<file path="config.mk">
export PLATFORM = sky130hd
export DESIGN_NAME = mpu_reg_seq_ctrl
export DESIGN_NICKNAME = d
export VERILOG_FILES = /design/src/rtl/mpu_reg_seq_ctrl.sv
export SDC_FILE = /design/constraint.sdc
export NUM_CORES = 1
export LEC_CHECK = 0
export ABC_AREA = 1
export CAP_MARGIN = 20
export CORE_MARGIN = 2
export CORE_UTILIZATION = 30
export DETAILED_ROUTE_END_ITERATION = 16
export GPL_TIMING_DRIVEN = 0
export PLACE_DENSITY = 0.78
export SYNTH_ARGS = -nofsm -noshare
export SYNTH_HDL_FRONTEND = slang
export SYNTH_SLANG_ARGS = --single-unit
</file>
<file path="constraint.sdc">
create_clock -name clk -period 2.2 [get_ports clk]
set_input_delay 0.33 -clock clk [delete_from_list [all_inputs] [get_ports clk]]
set_output_delay 0.33 -clock clk [all_outputs]
set_load 0.03 [all_outputs]
</file>
<file path="src/rtl/mpu_reg_seq_ctrl.sv">
// ---------------------------------------------------------------------------
// global_defs / mpu_reg_seq_ctrl
//
// Purpose
//   Sequencer between the MPU memory-side streams and mpu_register_file.
//   It accepts whole-matrix load and store commands, walks the row/column
//   indices in row-major order, drives the register file's per-element
//   load/store ports and moves elements through valid/ready streams.
//   Only one command runs at a time; load wins over store when both are
//   requested in the same cycle.
//
// Ports
//   clk, rst_n                      clock, synchronous active-low reset
//   ld_req_in / ld_ready_out        load command handshake
//   ld_addr_in, ld_m_in, ld_n_in    load target register and matrix size
//   ld_data_valid_in / ld_data_ready_out / ld_data_in
//                                   inbound element stream
//   st_req_in / st_ready_out        store command handshake
//   st_addr_in, st_m_in, st_n_in    store source register and matrix size
//   st_data_valid_out / st_data_ready_in / st_data_out / st_last_out
//                                   outbound element stream
//   busy_out                        sequencer not idle (registered)
//   done_out                        one-cycle pulse at command completion
//   err_out                         one-cycle pulse when a command is rejected
//   reg_load_*                      register-file element write port
//   reg_store_*                     register-file element read port
//   reg_store_element_in            registered read data, valid one cycle
//                                   after reg_store_en_out, held otherwise
//
// Configuration
//   MPU_SEQ_BOUNDS_CHECK_EN  when defined, commands with m==0, m>M, n==0,
//                            n>N or addr>=MATRIX_REGISTERS are rejected with
//                            an err_out pulse. When undefined err_out is
//                            always 0 and every command runs as given.
// ---------------------------------------------------------------------------

package global_defs;
  parameter int MATRIX_REGISTERS = 8;
  parameter int M                = 4;
  parameter int N                = 4;
  parameter int MBITS            = 2;
  parameter int NBITS            = 2;
  parameter int FP               = 32;
  parameter int MATRIX_REG_SIZE  = 3;
endpackage

module mpu_reg_seq_ctrl #(
  parameter int MATRIX_REGISTERS = global_defs::MATRIX_REGISTERS,
  parameter int M                = global_defs::M,
  parameter int N                = global_defs::N,
  parameter int MBITS            = global_defs::MBITS,
  parameter int NBITS            = global_defs::NBITS,
  parameter int FP               = global_defs::FP,
  parameter int MATRIX_REG_SIZE  = global_defs::MATRIX_REG_SIZE
) (
  input  logic                       clk,
  input  logic                       rst_n,

  input  logic                       ld_req_in,
  output logic                       ld_ready_out,
  input  logic [MATRIX_REG_SIZE-1:0] ld_addr_in,
  input  logic [MBITS:0]             ld_m_in,
  input  logic [NBITS:0]             ld_n_in,
  input  logic                       ld_data_valid_in,
  output logic                       ld_data_ready_out,
  input  logic [FP-1:0]              ld_data_in,

  input  logic                       st_req_in,
  output logic                       st_ready_out,
  input  logic [MATRIX_REG_SIZE-1:0] st_addr_in,
  input  logic [MBITS:0]             st_m_in,
  input  logic [NBITS:0]             st_n_in,
  output logic                       st_data_valid_out,
  input  logic                       st_data_ready_in,
  output logic [FP-1:0]              st_data_out,
  output logic                       st_last_out,

  output logic                       busy_out,
  output logic                       done_out,
  output logic                       err_out,

  output logic                       reg_load_en_out,
  output logic [MATRIX_REG_SIZE-1:0] reg_load_addr_out,
  output logic [MBITS:0]             reg_i_load_loc_out,
  output logic [NBITS:0]             reg_j_load_loc_out,
  output logic [MBITS:0]             reg_m_load_size_out,
  output logic [NBITS:0]             reg_n_load_size_out,
  output logic [FP-1:0]              reg_load_element_out,

  output logic                       reg_store_en_out,
  output logic [MATRIX_REG_SIZE-1:0] reg_store_addr_out,
  output logic [MBITS:0]             reg_i_store_loc_out,
  output logic [NBITS:0]             reg_j_store_loc_out,
  input  logic [FP-1:0]              reg_store_element_in
);

  typedef enum logic [2:0] {
    S_IDLE      = 3'd0,
    S_LOAD      = 3'd1,
    S_STORE_RD  = 3'd2,
    S_STORE_OUT = 3'd3,
    S_DONE      = 3'd4
  } state_e;

  localparam logic [MBITS:0] ONE_M = (MBITS+1)'(1);
  localparam logic [NBITS:0] ONE_N = (NBITS+1)'(1);

  state_e                       state_q, state_d;
  logic [MATRIX_REG_SIZE-1:0]   addr_q, addr_d;
  logic [MBITS:0]               m_q, m_d;
  logic [NBITS:0]               n_q, n_d;
  logic [MBITS:0]               i_q, i_d;
  logic [NBITS:0]               j_q, j_d;
  logic                         err_q, err_d;

  logic                         is_idle;
  logic                         ld_accept;
  logic                         st_accept;
  logic [MATRIX_REG_SIZE-1:0]   cmd_addr;
  logic [MBITS:0]               cmd_m;
  logic [NBITS:0]               cmd_n;
  logic                         cmd_illegal;
  logic                         i_last;
  logic                         j_last;
  logic                         elem_last;

  assign is_idle   = (state_q == S_IDLE);
  assign ld_accept = is_idle & ld_req_in;
  // Store is only offered when no load is competing in the same cycle.
  assign st_accept = is_idle & st_req_in & ~ld_req_in;

  // Fields of whichever command is being accepted this cycle.
  always_comb begin
    cmd_addr = st_addr_in;
    cmd_m    = st_m_in;
    cmd_n    = st_n_in;
    if (ld_req_in) begin
      cmd_addr = ld_addr_in;
      cmd_m    = ld_m_in;
      cmd_n    = ld_n_in;
    end
  end

`ifdef MPU_SEQ_BOUNDS_CHECK_EN
  localparam logic [MBITS:0]           M_MAX   = (MBITS+1)'(M);
  localparam logic [NBITS:0]           N_MAX   = (NBITS+1)'(N);
  localparam logic [MATRIX_REG_SIZE:0] REG_CNT = (MATRIX_REG_SIZE+1)'(MATRIX_REGISTERS);

  assign cmd_illegal = (cmd_m == '0) || (cmd_m > M_MAX) ||
                       (cmd_n == '0) || (cmd_n > N_MAX) ||
                       ({1'b0, cmd_addr} >= REG_CNT);
`else
  assign cmd_illegal = 1'b0;
`endif

  // Full-width compares: m==0 makes m-1 all ones, so the walk wraps over the
  // whole counter range instead of terminating early.
  assign i_last    = (i_q == (m_q - ONE_M));
  assign j_last    = (j_q == (n_q - ONE_N));
  assign elem_last = i_last & j_last;

  // Next-state, latched command fields, row-major index walk.
  always_comb begin
    state_d = state_q;
    addr_d  = addr_q;
    m_d     = m_q;
    n_d     = n_q;
    i_d     = i_q;
    j_d     = j_q;
    err_d   = 1'b0;

    case (state_q)
      S_IDLE: begin
        if (ld_accept || st_accept) begin
          if (cmd_illegal) begin
            // Handshake completes but nothing is latched or executed.
            err_d = 1'b1;
          end else begin
            addr_d  = cmd_addr;
            m_d     = cmd_m;
            n_d     = cmd_n;
            i_d     = '0;
            j_d     = '0;
            state_d = ld_accept ? S_LOAD : S_STORE_RD;
          end
        end
      end

      S_LOAD: begin
        if (ld_data_valid_in) begin
          if (j_last) begin
            j_d = '0;
            i_d = i_q + ONE_M;
          end else begin
            j_d = j_q + ONE_N;
          end
          if (elem_last) begin
            state_d = S_DONE;
          end
        end
      end

      S_STORE_RD: begin
        state_d = S_STORE_OUT;
      end

      S_STORE_OUT: begin
        // While stalled nothing moves, so the register file keeps its read
        // data and st_data_out stays stable.
        if (st_data_ready_in) begin
          if (elem_last) begin
            state_d = S_DONE;
          end else begin
            if (j_last) begin
              j_d = '0;
              i_d = i_q + ONE_M;
            end else begin
              j_d = j_q + ONE_N;
            end
            state_d = S_STORE_RD;
          end
        end
      end

      S_DONE: begin
        state_d = S_IDLE;
      end

      default: begin
        state_d = S_IDLE;
      end
    endcase
  end

  always_ff @(posedge clk) begin
    if (!rst_n) begin
      state_q <= S_IDLE;
      addr_q  <= '0;
      m_q     <= '0;
      n_q     <= '0;
      i_q     <= '0;
      j_q     <= '0;
      err_q   <= 1'b0;
    end else begin
      state_q <= state_d;
      addr_q  <= addr_d;
      m_q     <= m_d;
      n_q     <= n_d;
      i_q     <= i_d;
      j_q     <= j_d;
      err_q   <= err_d;
    end
  end

  // Outputs are forced low while rst_n is asserted so nothing leaks out from
  // a state that has not been cleared yet by the first reset edge.
  always_comb begin
    ld_ready_out         = 1'b0;
    st_ready_out         = 1'b0;
    ld_data_ready_out    = 1'b0;
    st_data_valid_out    = 1'b0;
    st_data_out          = '0;
    st_last_out          = 1'b0;
    busy_out             = 1'b0;
    done_out             = 1'b0;
    err_out              = 1'b0;
    reg_load_en_out      = 1'b0;
    reg_load_addr_out    = '0;
    reg_i_load_loc_out   = '0;
    reg_j_load_loc_out   = '0;
    reg_m_load_size_out  = '0;
    reg_n_load_size_out  = '0;
    reg_load_element_out = '0;
    reg_store_en_out     = 1'b0;
    reg_store_addr_out   = '0;
    reg_i_store_loc_out  = '0;
    reg_j_store_loc_out  = '0;

    if (rst_n) begin
      busy_out     = ~is_idle;
      err_out      = err_q;
      ld_ready_out = is_idle;
      st_ready_out = is_idle & ~ld_req_in;

      case (state_q)
        S_LOAD: begin
          ld_data_ready_out    = 1'b1;
          reg_load_en_out      = ld_data_valid_in;
          reg_load_addr_out    = addr_q;
          reg_i_load_loc_out   = i_q;
          reg_j_load_loc_out   = j_q;
          reg_m_load_size_out  = m_q;
          reg_n_load_size_out  = n_q;
          reg_load_element_out = ld_data_in;
        end

        S_STORE_RD: begin
          reg_store_en_out    = 1'b1;
          reg_store_addr_out  = addr_q;
          reg_i_store_loc_out = i_q;
          reg_j_store_loc_out = j_q;
        end

        S_STORE_OUT: begin
          st_data_valid_out = 1'b1;
          st_data_out       = reg_store_element_in;
          st_last_out       = elem_last;
        end

        S_DONE: begin
          done_out = 1'b1;
        end

        default: begin
        end
      endcase
    end
  end

endmodule

</file>
==> impl_metrics.py <==
metrics = {
    "clock_network": {
        "cts.sinks": 18,
        "cts_buffers": 3,
        "cts-root-buf": "clkbuf_8",
        "cts_tree": "done",
        "clk_latency_ns": 0.26,
        "htree_levels": 1,
        "clkTransAtPathRegs_ns": 0.07,
        "cts.path.max_buffers": 2,
        "hold_buffers": 0,
    },
    "sta": {
        "clock_skew_ns": 0.00476,
        "slew_headroom": 0.612,
        "final.setup.tns_ns": 0,
        "final_hold_viol_count": 0,
        "post-route-period-util": 0.964,
        "rsz0062_at_grt": "yes",
        "fmax_mhz": 471,
        "setup_viol": 0,
        "max_slew.worst_pin.slew_ns": 0.582,
        "drv_slew": 0,
        "fin_crit_ns": 2.12,
    },
    "logic_synthesis": {
        "synth_xor_area_frac": 0.00925,
        "synth_simple_gate_area_frac": 0.538,
        "synth.avg_cell_area_um2": 5.12,
        "synth.area.mux_share": 0,
        "synth_nets": 462,
        "synth_cell_types": 25,
        "synth_area_um2": 1890,
        "synth_top_family_by_area": "simple AND/OR/NAND/NOR gates",
        "synth_fa_ha_area_frac": 0.0264,
        "synth_top_cell_by_area": "nor2_1",
        "synth-seq-cells": 18,
        "synth-warning-count": 0,
        "synth_compound_area_frac": 0.0978,
        "yosysTopAreaCellShare": 0.240,
        "synthTopCellsByArea": "nor2_1 24%, nand2_1 21%, dfxtp_1 19%, inv_1 7.9%, a211oi_1 7.1%",
        "synth_cells": 370,
        "ys_seq_area_frac": 0.190,
    },
    "grt": {
        "grt_pass1_vias": 2904,
        "antenna_found_initial": 0,
        "grt_use_total": 0.227,
        "overflow": 0,
        "grt_max_degree": 11,
        "grt_pass1_wl_um": 13200,
    },
    "layout": {
        "finalNonFillerCells": 633,
        "layout_common_cells": "118 x nor2_1, 106 x nand2_1, 87 x clkdlybuf4s50_1",
        "diodes": 0,
        "final_common_cell": "nor2_1",
        "multi_input_area_um2": 1320,
        "drive_gt1_frac": 0.203,
        "layout.nets": 652,
        "nFillCells": 653,
        "ff_latch_area_um2": 360,
        "area_growth_pct": 88.6,
    },
    "critical_path": {
        "crit_required_ns": 1.87,
        "critPathMaxFanout": 10,
        "start_kind": "flip-flop",
        "reg2reg_depth": 11,
        "arrival_ns": 1.79,
        "critPathCaptureType": "primary output",
        "reg2reg_slack_ns": 0.35,
        "crit_type": "reg -> out",
    },
    "drt": {
        "viasPerCell": 4.49,
        "vias": 2842,
        "finalWirelength_um": 8150,
        "detail-route-antenna-nets": 0,
        "wl_per_cell_um": 12.9,
        "drtPass1Iterations": 4,
        "drtIter0Drc": 74,
        "route.detailed.drc": 0,
    },
    "power_and_ir_drop": {
        "ir_drop_uv": 455,
        "power_leakage_uw": 0.00183,
        "p_per_area_nw_per_um2": 898,
    },
    "floorplan": {
        "dieArea_um2": 6960,
        "placementRows": 28,
        "core_um2": 6030,
        "die_h_um": 83.4,
        "num_io_pins": 186,
        "start_util": 0.314,
        "die_width_um": 83.4,
    },
    "placed_design": {
        "dpl.hpwl_um": 6760,
        "place_inst": 628,
        "io_buffers": 183,
        "gp_congestion": 0.773,
    },
    "outcome": {
        "outcome": "complete, no violations",
    },
    "worst_hold_path": {
        "hold_class": "in -> reg",
        "hold_depth": 3,
    },
    "run": {
        "cap_viol_max_count": 0,
    },
}
## final timing paths
path / start / endpoint
hold reg to reg: addr_q[0] / addr_q[0]
setup / recovery: state_q[2] / st_data_out[1]
setup reg to reg: n_q[0] / j_q[2]
hold / removal: rst_n / j_q[1]
## layout make-up
class                           count  share of cell area
Sequential cell                    18               0.101
Multi-Input combinational cell    286               0.368
Buffer                             20              0.0266
Inverter                           46              0.0491
Tap cell                           75              0.0263
Clock buffer                        3              0.0116
Timing Repair Buffer              185               0.417
## state kept, by name, indices dropped and copies added (netlist names)
signal / flops
addr_q: 3
j_q: 3
i_q: 3
n_q: 3
m_q: 3
state_q: 3
## where the power goes
group	switching, uW	internal, uW
clock network	109	122
logic	1590	839
registers	89.3	455
## stage by stage
stage / cell area (um^2) / utilization / hold WS (ns) / total power [uW] / setup WS (ns)
after CTS: 3740 / 0.621 / 0.396 / 3160 / -0.00909
after global placement: 3820 / 0.634 / 0.486 / 2940 / -0.186
after floorplan: 1900 / - / 0.462 / 2170 / 0.104
after detailed placement: 3820 / 0.634 / 0.485 / 3000 / -0.227
after global routing: 3570 / 0.592 / 0.421 / 3540 / -0.0518
final: 3570 / 0.592 / 0.398 / 3200 / 0.0785
## critical path: stages, from the launching register on
cell	delay (ns)
dfxtp_1	0.36
inv_2	0.09
nand2_2	0.09
nor2_4	0.23
buf_2	0.27
nand2_1	0.07
nor2_1	0.10
clkdlybuf4s15_2	0.31
## synthesized netlist by cell type
cell type,count
conb_1,1
nand2_2,3
inv_2,6
ha_1,4
a21oi_1,4
o21ai_2,1
nand3_1,6
nand3_2,3
nor2_1,121
xnor2_1,1
nor3_1,4
dfxtp_1,18
nand4_1,5
xor2_1,1
buf_2,2
nor2_2,1
o21ai_0,1
buf_4,2
a211oi_1,18
nor2_4,2
a21oi_2,1
nand2_1,108
a21o_1,1
inv_1,40
clkbuf_1,16
## per-layer routing
layer | up-vias | wire, um | global-route usage
met5 | - | 0 | 0
met4 | 0 | 77 | 0.0396
met3 | 8 | 718 | 0.0835
met2 | 94 | 4210 | 0.442
met1 | 1244 | 3150 | 0.233
li1 | 1496 | - | -
## logic make-up after synthesis
family | after synthesis
AND/OR/NAND/NOR | 253
buffers and inverters | 66
AO/OA/AOI/OAI | 26
flip-flops | 18
adder cells (fa/ha/maj) | 4
XOR/XNOR | 2
other | 1
## what timing repair did
action	4_1_cts	5_1_grt
setup buffers	2	0
endpoints found under the setup margin	94	78
gates cloned	0	0
resized for setup	160	143
pin swaps	0	3
Power figures use the tool's default switching activity.
